## src/rtl/wb_pkg.sv

```systemverilog
// Shared widths and the beat record used by the writeback path and its load FIFO.
package wb_pkg;
  localparam int XLEN       = 32;
  localparam int REG_ADDR_W = 5;
  localparam int NUM_REGS   = 32;

  typedef struct packed {
    logic [REG_ADDR_W-1:0] dst;
    logic [XLEN-1:0]       data;
  } wb_beat_t;
endpackage

```

## src/rtl/writeback_unit_if.sv

```systemverilog
// Producer-side handshake bundle: single-cycle ALU results and multi-cycle load results.
interface writeback_unit_if #(
  parameter int XLEN = 32
);
  logic            alu_valid;
  logic [4:0]      alu_dst;
  logic [XLEN-1:0] alu_data;
  logic            alu_ready;
  logic            mem_valid;
  logic [4:0]      mem_dst;
  logic [XLEN-1:0] mem_data;
  logic            mem_ready;

  modport master (
    output alu_valid, alu_dst, alu_data, mem_valid, mem_dst, mem_data,
    input  alu_ready, mem_ready
  );

  modport slave (
    input  alu_valid, alu_dst, alu_data, mem_valid, mem_dst, mem_data,
    output alu_ready, mem_ready
  );
endinterface

```

## src/rtl/wb_fifo.sv

```systemverilog
// Load-result buffer: power-of-two depth, wrapping pointers plus an occupancy count.
module wb_fifo
  import wb_pkg::*;
#(
  parameter int DEPTH = 2
) (
  input  logic     clk,
  input  logic     rst_n,
  input  logic     push,
  input  wb_beat_t push_data,
  input  logic     pop,
  output wb_beat_t head,
  output logic     full,
  output logic     empty
);
  localparam int PTR_W = $clog2(DEPTH);
  localparam int CNT_W = PTR_W + 1;

  wb_beat_t         mem [DEPTH];
  logic [PTR_W-1:0] wr_ptr;
  logic [PTR_W-1:0] rd_ptr;
  logic [CNT_W-1:0] count;
  logic             do_push;
  logic             do_pop;

  // A push into a full FIFO is legal only when the head leaves in the same cycle.
  assign do_pop  = pop && !empty;
  assign do_push = push && (!full || do_pop);
  assign full    = (count == CNT_W'(DEPTH));
  assign empty   = (count == '0);
  assign head    = mem[rd_ptr];

  always_ff @(posedge clk or negedge rst_n) begin
    if (!rst_n) begin
      wr_ptr <= '0;
      rd_ptr <= '0;
      count  <= '0;
    end else begin
      if (do_push) wr_ptr <= wr_ptr + 1'b1;
      if (do_pop)  rd_ptr <= rd_ptr + 1'b1;
      count <= count + CNT_W'(do_push) - CNT_W'(do_pop);
    end
  end

  always_ff @(posedge clk) begin
    if (do_push) mem[wr_ptr] <= push_data;
  end
endmodule

```

## src/rtl/writeback_unit.sv

```systemverilog
// Serialises ALU and load results into one register-file write per cycle and tracks busy registers.
// Optional WB_BYPASS_EN adds a same-cycle forwarding path from the write port to decode.
module writeback_unit #(
  parameter int XLEN           = wb_pkg::XLEN,
  parameter int MEM_FIFO_DEPTH = 2
) (
  input  logic                          CLOCK_50,
  input  logic                          reset_n,
  writeback_unit_if.slave               bus,
  input  logic                          issue_valid,
  input  logic [wb_pkg::REG_ADDR_W-1:0] issue_dst,
  input  logic [wb_pkg::REG_ADDR_W-1:0] rs1,
  input  logic [wb_pkg::REG_ADDR_W-1:0] rs2,
  output logic                          rs1_busy,
  output logic                          rs2_busy,
  output logic                          reg_write,
  output logic [wb_pkg::REG_ADDR_W-1:0] dst,
  output logic [XLEN-1:0]               wb
`ifdef WB_BYPASS_EN
  ,
  output logic                          rs1_byp,
  output logic                          rs2_byp,
  output logic [XLEN-1:0]               rs1_byp_data,
  output logic [XLEN-1:0]               rs2_byp_data
`endif
);
  import wb_pkg::wb_beat_t;
  import wb_pkg::REG_ADDR_W;
  import wb_pkg::NUM_REGS;

  wb_beat_t              fifo_head;
  logic                  fifo_full;
  logic                  fifo_empty;
  logic                  fifo_push;
  logic                  fifo_pop;
  logic                  alu_take;
  logic                  win;
  logic [REG_ADDR_W-1:0] win_dst;
  logic [XLEN-1:0]       win_data;
  logic [NUM_REGS-1:0]   busy;
  logic [NUM_REGS-1:0]   busy_next;

  assign bus.mem_ready = !fifo_full;
  assign bus.alu_ready = !fifo_full;
  assign fifo_push     = bus.mem_valid && !fifo_full;

  // A full FIFO preempts the ALU so loads cannot starve indefinitely.
  assign alu_take = bus.alu_valid && !fifo_full;
  assign fifo_pop = !fifo_empty && (fifo_full || !bus.alu_valid);
  assign win      = alu_take || fifo_pop;
  assign win_dst  = alu_take ? bus.alu_dst  : fifo_head.dst;
  assign win_data = alu_take ? bus.alu_data : fifo_head.data;

  wb_fifo #(
    .DEPTH (MEM_FIFO_DEPTH)
  ) u_fifo (
    .clk       (CLOCK_50),
    .rst_n     (reset_n),
    .push      (fifo_push),
    .push_data ('{dst: bus.mem_dst, data: bus.mem_data}),
    .pop       (fifo_pop),
    .head      (fifo_head),
    .full      (fifo_full),
    .empty     (fifo_empty)
  );

  always_ff @(posedge CLOCK_50 or negedge reset_n) begin
    if (!reset_n) begin
      reg_write <= 1'b0;
      dst       <= '0;
      wb        <= '0;
    end else if (win) begin
      reg_write <= (win_dst != '0);
      dst       <= win_dst;
      wb        <= win_data;
    end else begin
      reg_write <= 1'b0;
    end
  end

  // Clear on the retiring write first so a same-cycle issue to that register wins.
  always_comb begin
    busy_next = busy;
    if (reg_write)   busy_next[dst]       = 1'b0;
    if (issue_valid) busy_next[issue_dst] = 1'b1;
    busy_next[0] = 1'b0;
  end

  always_ff @(posedge CLOCK_50 or negedge reset_n) begin
    if (!reset_n) busy <= '0;
    else          busy <= busy_next;
  end

`ifdef WB_BYPASS_EN
  assign rs1_byp      = reg_write && (dst == rs1) && (rs1 != '0);
  assign rs2_byp      = reg_write && (dst == rs2) && (rs2 != '0);
  assign rs1_byp_data = wb;
  assign rs2_byp_data = wb;
  assign rs1_busy     = busy[rs1] && !rs1_byp;
  assign rs2_busy     = busy[rs2] && !rs2_byp;
`else
  assign rs1_busy = busy[rs1];
  assign rs2_busy = busy[rs2];
`endif
endmodule
```

## src/flat_wrapper.sv

```systemverilog
// flat-port wrapper written by rule: the top's interface ports become plain ports
module writeback_unit_flat import wb_pkg::wb_beat_t; import wb_pkg::REG_ADDR_W; import wb_pkg::NUM_REGS;
#(
  parameter int XLEN           = wb_pkg::XLEN,
  parameter int MEM_FIFO_DEPTH = 2
)
  (CLOCK_50, reset_n, issue_valid, issue_dst, rs1, rs2, rs1_busy, rs2_busy, reg_write, dst, wb, bus_alu_valid, bus_alu_dst, bus_alu_data, bus_mem_valid, bus_mem_dst, bus_mem_data, bus_alu_ready, bus_mem_ready);
  writeback_unit_if #(.XLEN(XLEN)) bus_i ();
  input  logic CLOCK_50;
  input  logic reset_n;
  input  logic issue_valid;
  input  logic [wb_pkg::REG_ADDR_W-1:0] issue_dst;
  input  logic [wb_pkg::REG_ADDR_W-1:0] rs1;
  input  logic [wb_pkg::REG_ADDR_W-1:0] rs2;
  output logic rs1_busy;
  output logic rs2_busy;
  output logic reg_write;
  output logic [wb_pkg::REG_ADDR_W-1:0] dst;
  output logic [XLEN-1:0] wb;
  input wire logic [$bits(bus_i.alu_valid)-1:0] bus_alu_valid;
  input wire logic [$bits(bus_i.alu_dst)-1:0] bus_alu_dst;
  input wire logic [$bits(bus_i.alu_data)-1:0] bus_alu_data;
  input wire logic [$bits(bus_i.mem_valid)-1:0] bus_mem_valid;
  input wire logic [$bits(bus_i.mem_dst)-1:0] bus_mem_dst;
  input wire logic [$bits(bus_i.mem_data)-1:0] bus_mem_data;
  output wire logic [$bits(bus_i.alu_ready)-1:0] bus_alu_ready;
  output wire logic [$bits(bus_i.mem_ready)-1:0] bus_mem_ready;
  assign bus_i.alu_valid = bus_alu_valid;
  assign bus_i.alu_dst = bus_alu_dst;
  assign bus_i.alu_data = bus_alu_data;
  assign bus_i.mem_valid = bus_mem_valid;
  assign bus_i.mem_dst = bus_mem_dst;
  assign bus_i.mem_data = bus_mem_data;
  assign bus_alu_ready = bus_i.alu_ready;
  assign bus_mem_ready = bus_i.mem_ready;
  writeback_unit #(.XLEN(XLEN), .MEM_FIFO_DEPTH(MEM_FIFO_DEPTH)) u_core (.CLOCK_50(CLOCK_50), .reset_n(reset_n), .bus(bus_i), .issue_valid(issue_valid), .issue_dst(issue_dst), .rs1(rs1), .rs2(rs2), .rs1_busy(rs1_busy), .rs2_busy(rs2_busy), .reg_write(reg_write), .dst(dst), .wb(wb));
endmodule
```

## config.mk

```make
export PLATFORM = sky130hd
export DESIGN_NAME = writeback_unit_flat
export DESIGN_NICKNAME = d
export VERILOG_FILES = /design/src/rtl/wb_pkg.sv /design/src/rtl/writeback_unit_if.sv /design/src/rtl/wb_fifo.sv /design/src/rtl/writeback_unit.sv /design/src/flat_wrapper.sv
export SDC_FILE = /design/constraint.sdc
export NUM_CORES = 1
export LEC_CHECK = 0
export CAP_MARGIN = 20
export CORE_MARGIN = 2
export CORE_UTILIZATION = 56
export DETAILED_ROUTE_END_ITERATION = 8
export MAX_ROUTING_LAYER = met4
export PLACE_DENSITY = 0.85
export SYNTH_ARGS = -nofsm -noshare
export SYNTH_HDL_FRONTEND = slang
export SYNTH_SLANG_ARGS = --single-unit
```

## constraint.sdc

```tcl
create_clock -name CLOCK_50 -period 9.09 [get_ports CLOCK_50]
set_clock_uncertainty 0.2 [all_clocks]
set_input_delay 2.2725 -clock CLOCK_50 [delete_from_list [all_inputs] [get_ports CLOCK_50]]
set_output_delay 2.2725 -clock CLOCK_50 [all_outputs]
set_load 0.02 [all_outputs]
```

## Yosys cells after proc, flatten, opt, wreduce, memory -nomap -nowiden

Memory sizes are Yosys's and may differ from the RTL's.
Cells that the tools add are included.

| storage, ports and cells | value |
|---|---|
| output and inout port bits | 42 |
| register bits after elaboration | 73 |
| logic and storage cells | 52 |
| RAM bits | 74 |
| memories | 1 |
| bits of input ports | 94 |
| latch bits | 0 |
| bits in read-only memories | 0 |

| cells by class | value |
|---|---|
| magnitude comparators | 6 |
| equality and inequality tests | 1 |
| $mul | 0 |
| div/mod/pow operators | 0 |
| bitwise logic cells | 3 |
| add/subtract/negate cells | 4 |
| multiplexer cells | 15 |
| shifts and indexed selects | 0 |
| reduce and logical (&&, ||, !) cells | 15 |

Memory list:

| name | depth | bits a word | read ports | clocked after memory_dff | wr ports | line | RTL |
|---|---|---|---|---|---|---|---|
| u_core.u_fifo.mem | 2 | 37 | 1 | 0 | 1 | wb_fifo.sv:19 | `wb_beat_t mem [DEPTH];` |

Operators by type and width:

| operator | count |
|---|---|
| 32-bit 2-to-1 mux | 3 |
| 32-bit AND | 1 |
| 32-bit inverter | 1 |
| 32-bit OR | 1 |
| 5-bit by 6-bit less-than comparator with 1-bit output (second input constant) | 4 |
| 1-bit binary-select mux with 5-bit select | 2 |
| 1-bit demux with 5-bit select | 2 |
| 5-bit by 1-bit >= comparator with 1-bit output (second input constant) | 2 |
| 1-bit logical AND | 7 |
| 1-bit 2-to-1 mux | 7 |
| 5-bit 2-to-1 mux | 1 |
| 5-bit nonzero test | 1 |
| 1-bit logical NOT | 3 |
| 1-bit logical OR | 3 |
| 1-bit adder (second input constant) | 2 |
| 2-bit by 1-bit adder with 2-bit output | 1 |
| 2-bit equality test (second input constant) | 1 |
| 2-bit logical NOT | 1 |
| 2-bit by 1-bit subtractor with 2-bit output | 1 |

## Longest topological paths before layout

| depth | value |
|---|---|
| depth in word-level cells | 9 |
| gate-level depth with buffers | 10 |
| depth with buffers taken out | 7 |

## Cells and area by module

A second synthesis with hierarchy kept.

| unflattened totals | value |
|---|---|
| cells, all modules | 506 |
| area total of the unflattened synthesis | 6603.8 µm² |

By module, submodules not included:

| module | area an instance (µm²) | times used | cells an instance | seq. area each (µm²) |
|---|---|---|---|---|
| writeback_unit | 3621.0 | 1 | 367 | 1726.7 |
| wb_fifo | 2982.9 | 1 | 139 | 2322.2 |

## Worst setup path after synthesis

No wires, ideal clock.

| timing | value |
|---|---|
| kind | input port to output port |
| start | input rs1[0] in the netlist's numbering |
| end | output rs1_busy |
| data arrival time | 3.323 ns |
| slack | 3.295 ns |
| required time | 6.618 ns |
| cell stages on the path | 5 |
| cell sequence | buf_6 > mux4_2 > nand2b_1 > o211ai_1 > nand4_1 |

| between the ends | value |
|---|---|
| cells in the longest elaborated chain, start to end | 2 |

RTL lines:

| what | line | RTL |
|---|---|---|
| from (decl) | flat_wrapper.sv:13 | `input logic [wb_pkg::REG_ADDR_W-1:0] rs1;` |
| 1-bit binary-select mux with 5-bit select | writeback_unit.sv:102 | `assign rs1_busy = busy[rs1];` |
| 1-bit 2-to-1 mux (not written as such) | writeback_unit.sv:102 |  |
| to (decl) | flat_wrapper.sv:15 | `output logic rs1_busy;` |

No other way between the ends. The select of a mux whose other input is x is not followed.

## Final worst setup path

Same ends and word-level chain as after synthesis.

==> flow_summary.yaml <==
global_routing:
  grt_pass1_vias: 5732
  grt_max_degree: 74
  antenna_found_initial: 0
  track_usage_pct: 29.5
  grt_pass1_wl_um: 28900
  grt-ovfl-total: 0
clock_tree:
  clock_latency_ps: 430
  root_buffer: "clkbuf_16"
  htreeDepth: 4
  cts_buffer_depth: 2
  clkSlewWorstSetupHoldPaths_ps: 60
  cts_tree: "done"
  cts_buffers: 17
  ctsResizeCount: 0
  post_cts_buffers: 0
  clock-sinks: 147
  ctsHoldBuffers: 0
floorplan:
  pin_count: 136
  rows: 40
  die_y_um: 116
  die_x_um: 116
  start_util_pct: 57.8
  dieArea_um2: 13400
  core-area_um2: 12100
placement:
  port_buffers: 135
  place_inst: 846
  hpwl_um: 11800
  globalplace.congestion: 0.996
logic_synthesis:
  synth_warnings: 0
  synth-seq-cells: 147
  synth_flop_cell: "edfxtp_1"
  synth_area_um2: 6970
  synth-async-reset-ratio_pct: 49.7
  synth.avg_cell_area_um2: 12.0
  synth_seq_area_share_pct: 58.1
  syn_inst: 580
  syn_nets: 676
  synth_edf_count: 74
  synth.distinct_cells: 39
layout:
  final_cell_mix: "133 x clkdlybuf4s50_1, 99 x o21ai_0, 74 x edfxtp_1"
  fillCellCount: 762
  syn2layout_area_growth_pct: 28.8
  drive_above_1_share_pct: 11.1
  diodes: 0
  nNetsFinal: 794
  final_common_cell: "clkdlybuf4s50_1"
  instances_no_fill: 878
sta:
  tightest_slew_ps: 1020
  final-hold-violation-count: 0
  rsz0062_at_grt: "false"
  slew_headroom_pct: 32.2
  period_needed_ps: 6910
  slew_violations: 0
  min_period_over_period_pct: 76.0
  fmax_mhz: 145
  setup_viol: 0
  setup-tns-final_ps: 0
critical_path:
  crit_top_cell: "clkdlybuf4s50_1"
  crit_path_max_incr_delay_ps: 660
  crit_chain: "clkdlybuf4s50_1, mux4_2, nand2b_1, o2111ai_1, nand4_1, clkdlybuf4s50_1"
  cp.arrival_ps: 4430
  worst_path_max_delay_cell: "clkdlybuf4s50_1"
  critPathCaptureType: "output pin"
  path_class: "in -> out"
  critical_path_peak_fanout: 7
  worstPathRequired_ps: 6620
  startpoint_type: "primary input"
  timing.rr.start: "u_core.u_fifo.count[1]"
  r2r_cells: 3
  path_buf_inv: 2
  ff2ff_setup_slack_ps: 6650
  rr_endpoint: "u_core.u_fifo.mem[1][25]"
  crit_family: "buffers and inverters"
pwr:
  p_leak_nw: 3.24
  vdd_drop_max_uv: 205
  power_density_nw_per_um2: 334
hold_path:
  hold_path_class: "reg -> reg"
  hp-start: "u_core.busy[1]"
  whs_endpoint: "u_core.busy[1]"
  whs_path_depth: 2
drt:
  drt_wl_total_um: 18400
  drt_iter0_drc: 476
  drc: 0
  dr.pass1.iters: 5
  routedWlPerCell_um: 20.9
  antenna_left: 0
  via_count: 5408
  viasPerCell: 6.16
job:
  drv_cap: 0
status:
  outcome: "complete, no violations"
## cell type report
| class | count | area (µm²) | area share, % |
|---|---|---|---|
| sequential | 147 | 4050 | 45.1 |
| tap | 168 | 210 | 2.34 |
| clock buffer | 21 | 460 | 5.13 |
| clock inverter | 10 | 156 | 1.74 |
| multi-input combinational | 387 | 2680 | 29.9 |
| timing repair buffer | 141 | 1400 | 15.6 |
| inverter | 4 | 15.0 | 0.167 |
## state kept, by name (all words and copies together), names as in the netlist
| signal | cells |
|---|---|
| u_core.u_fifo.mem | 74 |
| u_core.u_fifo.count | 2 |
| u_core.u_fifo.rd_ptr | 1 |
| u_core.busy | 31 |
| u_core.dst | 5 |
| u_core.wb | 32 |
| u_core.reg_write | 1 |
| u_core.u_fifo.wr_ptr | 1 |
## layer usage
layer	up-vias	track usage, %	share of wire (%)	routed length (µm)
met1	2654	33.8	38	6970
met3	42	7.22	7.0	1290
met5	-	-	0	0
met4	0	13.0	2.4	435
met2	250	49.6	53	9690
li1	2462	-	-	-
## where the power goes
part | total, mW | switching, mW | internal [mW] | leakage (nW)
clock | 0.734 | 0.264 | 0.470 | 0.293
sequential | 1.13 | 0.171 | 0.959 | 1.52
combinational | 1.13 | 0.636 | 0.498 | 1.43
## how the worst max path moves through the flow
| stage | cells after the start | endpoint | startpoint | slack [ps] |
|---|---|---|---|---|
| floorplan | 5 | rs1_busy | rs1[0] | 3290 |
| global placement | 6 | rs1_busy | rs1[0] | 2180 |
| detailed placement | 6 | rs1_busy | rs1[0] | 2170 |
| CTS | 6 | rs1_busy | rs1[0] | 2170 |
| global route | 6 | rs1_busy | rs1[0] | 2050 |
| finish | 6 | rs1_busy | rs1[0] | 2180 |
## synth_stat cells, types with 2 or more instances
cell	instances	share of area, %
o21ai_0	99	7.1
edfxtp_1	74	32
dfrtp_1	73	26
a21oi_1	46	3.3
nand2b_1	37	3.3
mux2_2	32	5.2
o22ai_1	32	2.9
o31a_1	32	4.0
mux2i_1	23	3.3
buf_2	16	1.1
clkbuf_1	14	0.75
nand3_1	12	0.86
nand2_1	11	0.59
nand3b_1	10	1.1
nor2_1	10	0.54
buf_4	9	0.97
a22oi_1	4	0.43
inv_1	4	0.22
mux4_2	4	1.3
nor2b_1	4	0.36
buf_6	3	0.48
or3b_2	3	0.38
xnor2_1	3	0.38
a211oi_1	2	0.22
and3_1	2	0.18
ha_1	2	0.36
mux4_1	2	0.75
nand4_1	2	0.18
o2111ai_1	2	0.25
o211ai_1	2	0.22
or3_1	2	0.18
or3b_1	2	0.25
## worst min-delay path, delay by kind of cell, from the launching register on
kind           cells  cell delay [ps]
flip-flops         1              360
AO/OA/AOI/OAI      2              140
## per-stage QoR
step	hold slack [ps]	cell area, µm²	setup WS, ps	power, mW	util (%)
after floorplan	261	6970	3290	1.81	-
final	342	8970	2180	3.00	74.4
after CTS	347	8950	2170	2.99	74.2
after detailed placement	334	8340	2170	2.25	69.1
after global routing	374	8970	2050	3.14	74.4
after global placement	319	8340	2180	2.19	69.1
## kinds of logic (layout without fill, tap and decap cells)
group / count (synthesis) / after routing / share of synthesized area, %
compound gates: 221 / 221 / 18.6
flops: 147 / 147 / 58.1
simple gates: 99 / 99 / 8.33
mux: 61 / 61 / 10.5
buf+inv: 46 / 176 / 3.57
xor+xnor: 4 / 4 / 0.503
fa+ha+maj: 2 / 2 / 0.359
No activity file was read; power rests on OpenSTA's default activity.
